### config.mk
export PLATFORM = sky130hd
export DESIGN_NAME = bme_i2c_seq
export DESIGN_NICKNAME = d
export VERILOG_FILES = /design/src/rtl/bme_i2c_seq.sv
export SDC_FILE = /design/constraint.sdc
export NUM_CORES = 1
export LEC_CHECK = 0
export ABC_CLOCK_PERIOD_IN_PS = 2300
export CORE_ASPECT_RATIO = 0.7
export CORE_MARGIN = 2
export CORE_UTILIZATION = 40
export DETAILED_ROUTE_END_ITERATION = 10
export PLACE_DENSITY_LB_ADDON = 0.2
export SLEW_MARGIN = 20
export SYNTH_ARGS = -nofsm -noshare
export SYNTH_HDL_FRONTEND = slang
export SYNTH_SLANG_ARGS = --single-unit
### constraint.sdc
create_clock -name clk -period 2.3 [get_ports clk]
set_input_delay 0.46 -clock clk [delete_from_list [all_inputs] [get_ports clk]]
set_output_delay 0.46 -clock clk [all_outputs]
set_load 0.03 [all_outputs]
### src/rtl/bme_i2c_seq.sv
// bme_i2c_seq: fetches 9-bit microcode words from a ROM and drives an I2C byte master.
// Optional build macro I2C_SEQ_NACK_ABORT_EN: a NACKed WRITE aborts the sequence with error.
module bme_i2c_seq #(
  parameter logic [8:0] START_ADDR = 9'd0,
  parameter int         WAIT_UNIT  = 1024
) (
  input  logic       clk,
  input  logic       rst_n,
  input  logic       start,
  output logic       busy,
  output logic       done,
  output logic       error,
  output logic [8:0] rom_ad,
  output logic       rom_ce,
  output logic       rom_oce,
  input  logic [8:0] rom_dout,
  output logic       cmd_valid,
  input  logic       cmd_ready,
  output logic [2:0] cmd_op,
  output logic [7:0] cmd_data,
  input  logic       rsp_valid,
  input  logic [7:0] rsp_data,
  input  logic       rsp_nack,
  output logic       rd_valid,
  output logic [7:0] rd_idx,
  output logic [7:0] rd_data
);

  // state    | meaning
  // IDLE     | waiting for start
  // FETCH    | rom_ce asserted for the current rom_ad
  // LATCH    | capture rom_dout, advance rom_ad
  // DECODE   | interpret captured word
  // ISSUE    | present command until cmd_ready
  // WAIT_RSP | wait for byte master response to WRITE/READ
  // DELAY    | WAIT down-counter running
  // ERR_STOP | present STOP after an error, then IDLE
  typedef enum logic [2:0] {
    S_IDLE, S_FETCH, S_LATCH, S_DECODE, S_ISSUE, S_WAIT_RSP, S_DELAY, S_ERR_STOP
  } state_t;

  localparam logic [2:0]  OP_START = 3'd0;
  localparam logic [2:0]  OP_WRITE = 3'd1;
  localparam logic [2:0]  OP_RACK  = 3'd2;
  localparam logic [2:0]  OP_RNACK = 3'd3;
  localparam logic [2:0]  OP_STOP  = 3'd4;
  localparam logic [15:0] WU16     = 16'(WAIT_UNIT);

  state_t      state_q, state_d;
  logic [8:0]  rom_ad_q, rom_ad_d;
  logic [8:0]  word_q, word_d;
  logic [2:0]  op_q, op_d;
  logic [7:0]  data_q, data_d;
  logic [4:0]  nrd_q, nrd_d;
  logic [15:0] dly_q, dly_d;
  logic        err_q, err_d;
  logic        done_q, done_d;
  logic        rdv_q, rdv_d;
  logic [7:0]  rd_idx_q, rd_idx_d;
  logic [7:0]  rd_cnt_q, rd_cnt_d;
  logic [7:0]  rd_data_q, rd_data_d;
  logic        nack_abort;

`ifdef I2C_SEQ_NACK_ABORT_EN
  assign nack_abort = rsp_nack;
`else
  logic unused_nack;
  assign unused_nack = rsp_nack;
  assign nack_abort  = 1'b0;
`endif

  always_ff @(posedge clk or negedge rst_n) begin
    if (!rst_n) begin
      state_q   <= S_IDLE;
      rom_ad_q  <= START_ADDR;
      word_q    <= 9'd0;
      op_q      <= 3'd0;
      data_q    <= 8'd0;
      nrd_q     <= 5'd0;
      dly_q     <= 16'd0;
      err_q     <= 1'b0;
      done_q    <= 1'b0;
      rdv_q     <= 1'b0;
      rd_idx_q  <= 8'd0;
      rd_cnt_q  <= 8'd0;
      rd_data_q <= 8'd0;
    end else begin
      state_q   <= state_d;
      rom_ad_q  <= rom_ad_d;
      word_q    <= word_d;
      op_q      <= op_d;
      data_q    <= data_d;
      nrd_q     <= nrd_d;
      dly_q     <= dly_d;
      err_q     <= err_d;
      done_q    <= done_d;
      rdv_q     <= rdv_d;
      rd_idx_q  <= rd_idx_d;
      rd_cnt_q  <= rd_cnt_d;
      rd_data_q <= rd_data_d;
    end
  end

  always_comb begin
    state_d   = state_q;
    rom_ad_d  = rom_ad_q;
    word_d    = word_q;
    op_d      = op_q;
    data_d    = data_q;
    nrd_d     = nrd_q;
    dly_d     = dly_q;
    err_d     = err_q;
    done_d    = 1'b0;
    rdv_d     = 1'b0;
    rd_idx_d  = rd_idx_q;
    rd_cnt_d  = rd_cnt_q;
    rd_data_d = rd_data_q;
    case (state_q)
      S_IDLE: begin
        if (start) begin
          rom_ad_d = START_ADDR;
          err_d    = 1'b0;
          rd_idx_d = 8'd0;
          rd_cnt_d = 8'd0;
          state_d  = S_FETCH;
        end
      end
      S_FETCH: state_d = S_LATCH;
      S_LATCH: begin
        word_d   = rom_dout;
        rom_ad_d = rom_ad_q + 9'd1;
        state_d  = S_DECODE;
      end
      S_DECODE: begin
        if (!word_q[8]) begin
          op_d    = OP_WRITE;
          data_d  = word_q[7:0];
          state_d = S_ISSUE;
        end else begin
          case (word_q[7:5])
            3'b000: begin
              done_d  = 1'b1;
              state_d = S_IDLE;
            end
            3'b001: begin
              op_d    = OP_START;
              state_d = S_ISSUE;
            end
            3'b010: begin
              op_d    = OP_STOP;
              state_d = S_ISSUE;
            end
            3'b011: begin
              // nrd counts bytes still to read after the one being issued
              nrd_d   = word_q[4:0];
              op_d    = (word_q[4:0] == 5'd0) ? OP_RNACK : OP_RACK;
              state_d = S_ISSUE;
            end
            3'b100: begin
              dly_d   = ({11'd0, word_q[4:0]} + 16'd1) * WU16 - 16'd1;
              state_d = S_DELAY;
            end
            3'b101: begin
              rom_ad_d = START_ADDR;
              state_d  = S_FETCH;
            end
            default: begin
              err_d   = 1'b1;
              op_d    = OP_STOP;
              state_d = S_ERR_STOP;
            end
          endcase
        end
      end
      S_ISSUE: begin
        if (cmd_ready)
          state_d = (op_q == OP_START || op_q == OP_STOP) ? S_FETCH : S_WAIT_RSP;
      end
      S_WAIT_RSP: begin
        if (rsp_valid) begin
          if (op_q == OP_WRITE) begin
            if (nack_abort) begin
              err_d   = 1'b1;
              op_d    = OP_STOP;
              state_d = S_ERR_STOP;
            end else begin
              state_d = S_FETCH;
            end
          end else begin
            rdv_d     = 1'b1;
            rd_data_d = rsp_data;
            rd_idx_d  = rd_cnt_q;
            rd_cnt_d  = rd_cnt_q + 8'd1;
            if (nrd_q == 5'd0) begin
              state_d = S_FETCH;
            end else begin
              nrd_d   = nrd_q - 5'd1;
              op_d    = (nrd_q == 5'd1) ? OP_RNACK : OP_RACK;
              state_d = S_ISSUE;
            end
          end
        end
      end
      S_DELAY: begin
        if (dly_q == 16'd0) state_d = S_FETCH;
        else dly_d = dly_q - 16'd1;
      end
      S_ERR_STOP: begin
        if (cmd_ready) state_d = S_IDLE;
      end
      default: state_d = S_IDLE;
    endcase
  end

  assign busy      = (state_q != S_IDLE);
  assign done      = done_q;
  assign error     = err_q;
  assign rom_ad    = rom_ad_q;
  assign rom_ce    = (state_q == S_FETCH);
  assign rom_oce   = 1'b1;
  assign cmd_valid = (state_q == S_ISSUE) || (state_q == S_ERR_STOP);
  assign cmd_op    = op_q;
  assign cmd_data  = data_q;
  assign rd_valid  = rdv_q;
  assign rd_idx    = rd_idx_q;
  assign rd_data   = rd_data_q;

endmodule

==> key figures <==
Placement
  – DP Wirelength: 7120 um
  – Global placement routability congestion: 0.833
  – Dpl cells: 634
  – Placed cell area: 5050 um^2
  – IO buf count: 63

Power and ir drop
  – PD cells: 1340 nW/um^2
  – Lkg Pwr: 2.39 nW
  – Internal power: 0.00421 W
  – Switching Power: 0.00298 W
  – Comb power frac: 0.452
  – Sequential fraction of design power: 0.346
  – Sw Ratio: 0.414
  – VDD IR max: 754 uV
  – Clock share of power: 0.202

Clocking
  – Clock slew at reported path FFs: 0.06 ns
  – H-tree levels: 3
  – Clock Sink Count: 80
  – CTS max path bufs: 2
  – Root buffer cell: clkbuf_16
  – Clk_lat worst skew: 0.34 ns
  – CTS tree: built
  – Hold_buf cts: 0
  – Total CTS buffers: 9

STA
  – Fmax: 450 MHz
  – Max Slew Vio Count: 0
  – Rel. slew slack: 0.540
  – Final period utilization: 0.967
  – Final hold vios: 0
  – Min Tclk post-route: 2.22 ns
  – Worst-margin pin slew: 0.689 ns
  – Clock Skew: 0.00884 ns
  – Endpoints failing setup: 0
  – RSZ-0062 raised after global routing: false

Synthesis
  – Async SR Flop Fraction: 1.00
  – Synthesized net count: 476
  – Synth Flop Type: dfrtp_1
  – Post-synth EDFFs: 0
  – Yosys reg bits: 80
  – Register area share after synthesis: 0.475
  – Yosys Warn Count: 0
  – Synthesized area: 4220 um^2
  – Mean Syn Cell Area: 9.48 um^2
  – Post-Syn Instances: 445
  – Yosys cell types: 64

Route
  – Iter 0 DRT Violations: 204
  – Total Wirelength: 10,200 um
  – Wire per inst: 15.7 um
  – DR pass1 iterations: 5
  – Via-to-Cell Ratio: 5.47
  – DR vias: 3,557
  – Residual DRC: 0
  – Routed Antenna Nets: 0

Job
  – Max Cap Viol: 0

Critical path
  – Startpoint Class: flip-flop
  – Max FO, Critical Path: 5
  – Worst Path Required: 1.84 ns
  – CP endpoint kind: output port
  – Critical path class: reg -> out
  – Data arrival time at the worst-slack endpoint: 1.76 ns

Finish
  – Ant. Diodes: 0
  – Non-filler instance count after layout: 650
  – Proportion of layout cells with a drive suffix above 1: 0.120
  – Final Instance Area: 5350 um^2
  – Nets@finish: 544
  – Area Overhead vs Synth: 26.9%

Die
  – Site row count: 31
  – Die H: 89.9 um
  – Die W: 127 um
  – Core Area: 10,300 um^2
  – Die area: 11,400 um^2
  – Initial core utilization: 0.409
  – I/O pin total: 66

Global route
  – Initial antenna violation count: 0
  – Total gr overflow: 0
  – Total GRT Usage: 0.190
  – First-pass GRT wire length: 17,300 um
  – Vias in the first global route: 3,317
  – Largest net degree at the start of global routing: 44

Run status
  – Status: complete, no violations

Worst hold path
  – Worst Hold Class: in -> async
==> cell usage after synthesis (2+ instances only) <==
| library cell | count | area (um^2) |
|---|---|---|
| dfrtp_1 | 80 | 2000 |
| o22ai_1 | 2 | 12.5 |
| xor2_1 | 10 | 87.6 |
| o32ai_1 | 2 | 17.5 |
| nor3_1 | 16 | 80.1 |
| mux2_2 | 10 | 113 |
| a22oi_1 | 4 | 30.0 |
| nor4b_1 | 4 | 35.0 |
| and2_1 | 2 | 12.5 |
| o31ai_1 | 2 | 15.0 |
| ha_1 | 8 | 100 |
| nor2_1 | 26 | 97.6 |
| and3_2 | 2 | 15.0 |
| nand2b_1 | 3 | 18.8 |
| inv_1 | 12 | 45.0 |
| o21ai_0 | 36 | 180 |
| a21o_1 | 3 | 22.5 |
| or3_1 | 5 | 31.3 |
| buf_4 | 3 | 22.5 |
| and3_1 | 6 | 37.5 |
| buf_2 | 10 | 50.1 |
| nand3b_1 | 2 | 15.0 |
| nand4b_1 | 2 | 17.5 |
| clkbuf_1 | 10 | 37.5 |
| mux2i_1 | 3 | 30.0 |
| o211ai_1 | 2 | 15.0 |
| nor3b_1 | 3 | 22.5 |
| nand3_1 | 17 | 85.1 |
| nand2_1 | 73 | 274 |
| o22a_1 | 4 | 35.0 |
| a22o_1 | 10 | 87.6 |
| nand4_1 | 11 | 68.8 |
| a21oi_1 | 15 | 75.1 |
| a31oi_1 | 8 | 50.1 |
| xnor2_1 | 5 | 43.8 |
| or4b_1 | 2 | 20.0 |
| nor2b_1 | 5 | 31.3 |
==> placed cells by master (no fill, tap or decap), types with 3 or more instances in the layout <==
cell,instances
inv_1,12
ha_1,8
xnor2_1,5
nor3_1,16
o22a_1,4
mux2_2,10
nor4b_1,3
a22o_1,10
clkbuf_16,9
xor2_1,10
a31oi_1,8
nand3_1,17
o21ai_0,36
nand4_1,11
nor2_1,26
mux2i_1,3
nor2b_1,5
and3_1,6
nand2_1,73
a21oi_1,15
nand2b_1,3
or3_1,5
clkdlybuf4s50_1,60
a22oi_1,4
buf_4,18
dfrtp_1,80
a21o_1,3
==> per-layer routing <==
layer,up-vias,part of all wire,global-route usage
met5,-,0,0
met4,0,0.013,0.0577
met3,9,0.057,0.0458
met2,105,0.40,0.262
met1,1715,0.53,0.292
li1,1728,-,-
==> critical path, cell delays in order, from the launching register on <==
cell and delay [ns]:
dfrtp_1 0.46, xnor2_1 0.16, and2_1 0.14, clkdlybuf4s50_1 0.66
==> cell families (layout without fill, tap and decap cells) <==
family | Yosys count | in the layout | share of synthesized area
compound gates | 100 | 100 | 0.157
xor+xnor | 15 | 15 | 0.0312
flops | 80 | 80 | 0.475
fa+ha+maj | 8 | 8 | 0.0237
buf+inv | 36 | 109 | 0.0395
other cells | 1 | 1 | 0.000889
simple gates | 191 | 191 | 0.236
mux | 14 | 14 | 0.0374
==> final timing paths <==
path | startpoint | to | slack (ns) | depth (start not counted)
max reg2reg | nrd_q[0] | nrd_q[2] | 0.27 | 6
max | state_q[0] | cmd_valid | 0.08 | 3
min | rst_n | rom_ad[1] | 0.09 | 1
min in group clk | rd_data[0] | rd_data[0] | 0.47 | 2
max in group asynchronous | rst_n | rd_cnt_q[3] | 1.60 | 2
min reg2reg | rd_data[0] | rd_data[0] | 0.47 | 2
==> registers in the layout (all words and copies together), names as in the netlist <==
register / count
cmd_op: 3
state_q: 3
done: 1
dly_q: 16
word_q: 9
rd_idx: 8
error: 1
rd_data: 8
rd_cnt_q: 8
rom_ad: 9
rd_valid: 1
cmd_data: 8
nrd_q: 5
==> power by group through the flow <==
stage / clock (W) / sequential (W) / combinational, W
2_1_floorplan: 0 / 0.00267 / 0.00195
3_3_place_gp: 0 / 0.00248 / 0.00319
3_5_place_dp: 0 / 0.00250 / 0.00325
4_1_cts: 0.00148 / 0.00249 / 0.00326
5_1_grt: 0.00154 / 0.00259 / 0.00358
6_report: 0.00145 / 0.00249 / 0.00325
==> stage by stage <==
stage / hold slack (ns) / setup WS (ns) / setup TNS, ns / utilization / power (W)
2_1_floorplan: 0.164 / 0.456 / 0 / - / 0.00462
6_report: 0.0890 / 0.0766 / 0 / 0.519 / 0.00719
3_5_place_dp: 0.466 / 0.220 / 0 / 0.489 / 0.00575
4_1_cts: 0.112 / 0.0527 / 0 / 0.518 / 0.00723
3_3_place_gp: 0.460 / -0.0637 / -0.307 / 0.489 / 0.00567
5_1_grt: 0.130 / 0.00439 / 0 / 0.519 / 0.00770
==> what timing repair did <==
action | 4_1_cts | 5_1_grt
endpoints found under the setup margin | 2 | 2
pin swaps | 0 | 0
cloned | 0 | 0
buffers inserted | 0 | 0
gates resized for setup | 2 | 1
==> area by class of cell <==
class | instances | area (um^2)
repair buffers | 81 | 773
multi-input cells | 329 | 2070
flip-flops and latches | 80 | 2000
fillers | 959 | 4970
clock inverters | 3 | 40.0
clock buffers | 13 | 260
inverters | 12 | 45.0
well taps | 132 | 165
Power figures use the tool's default switching activity.
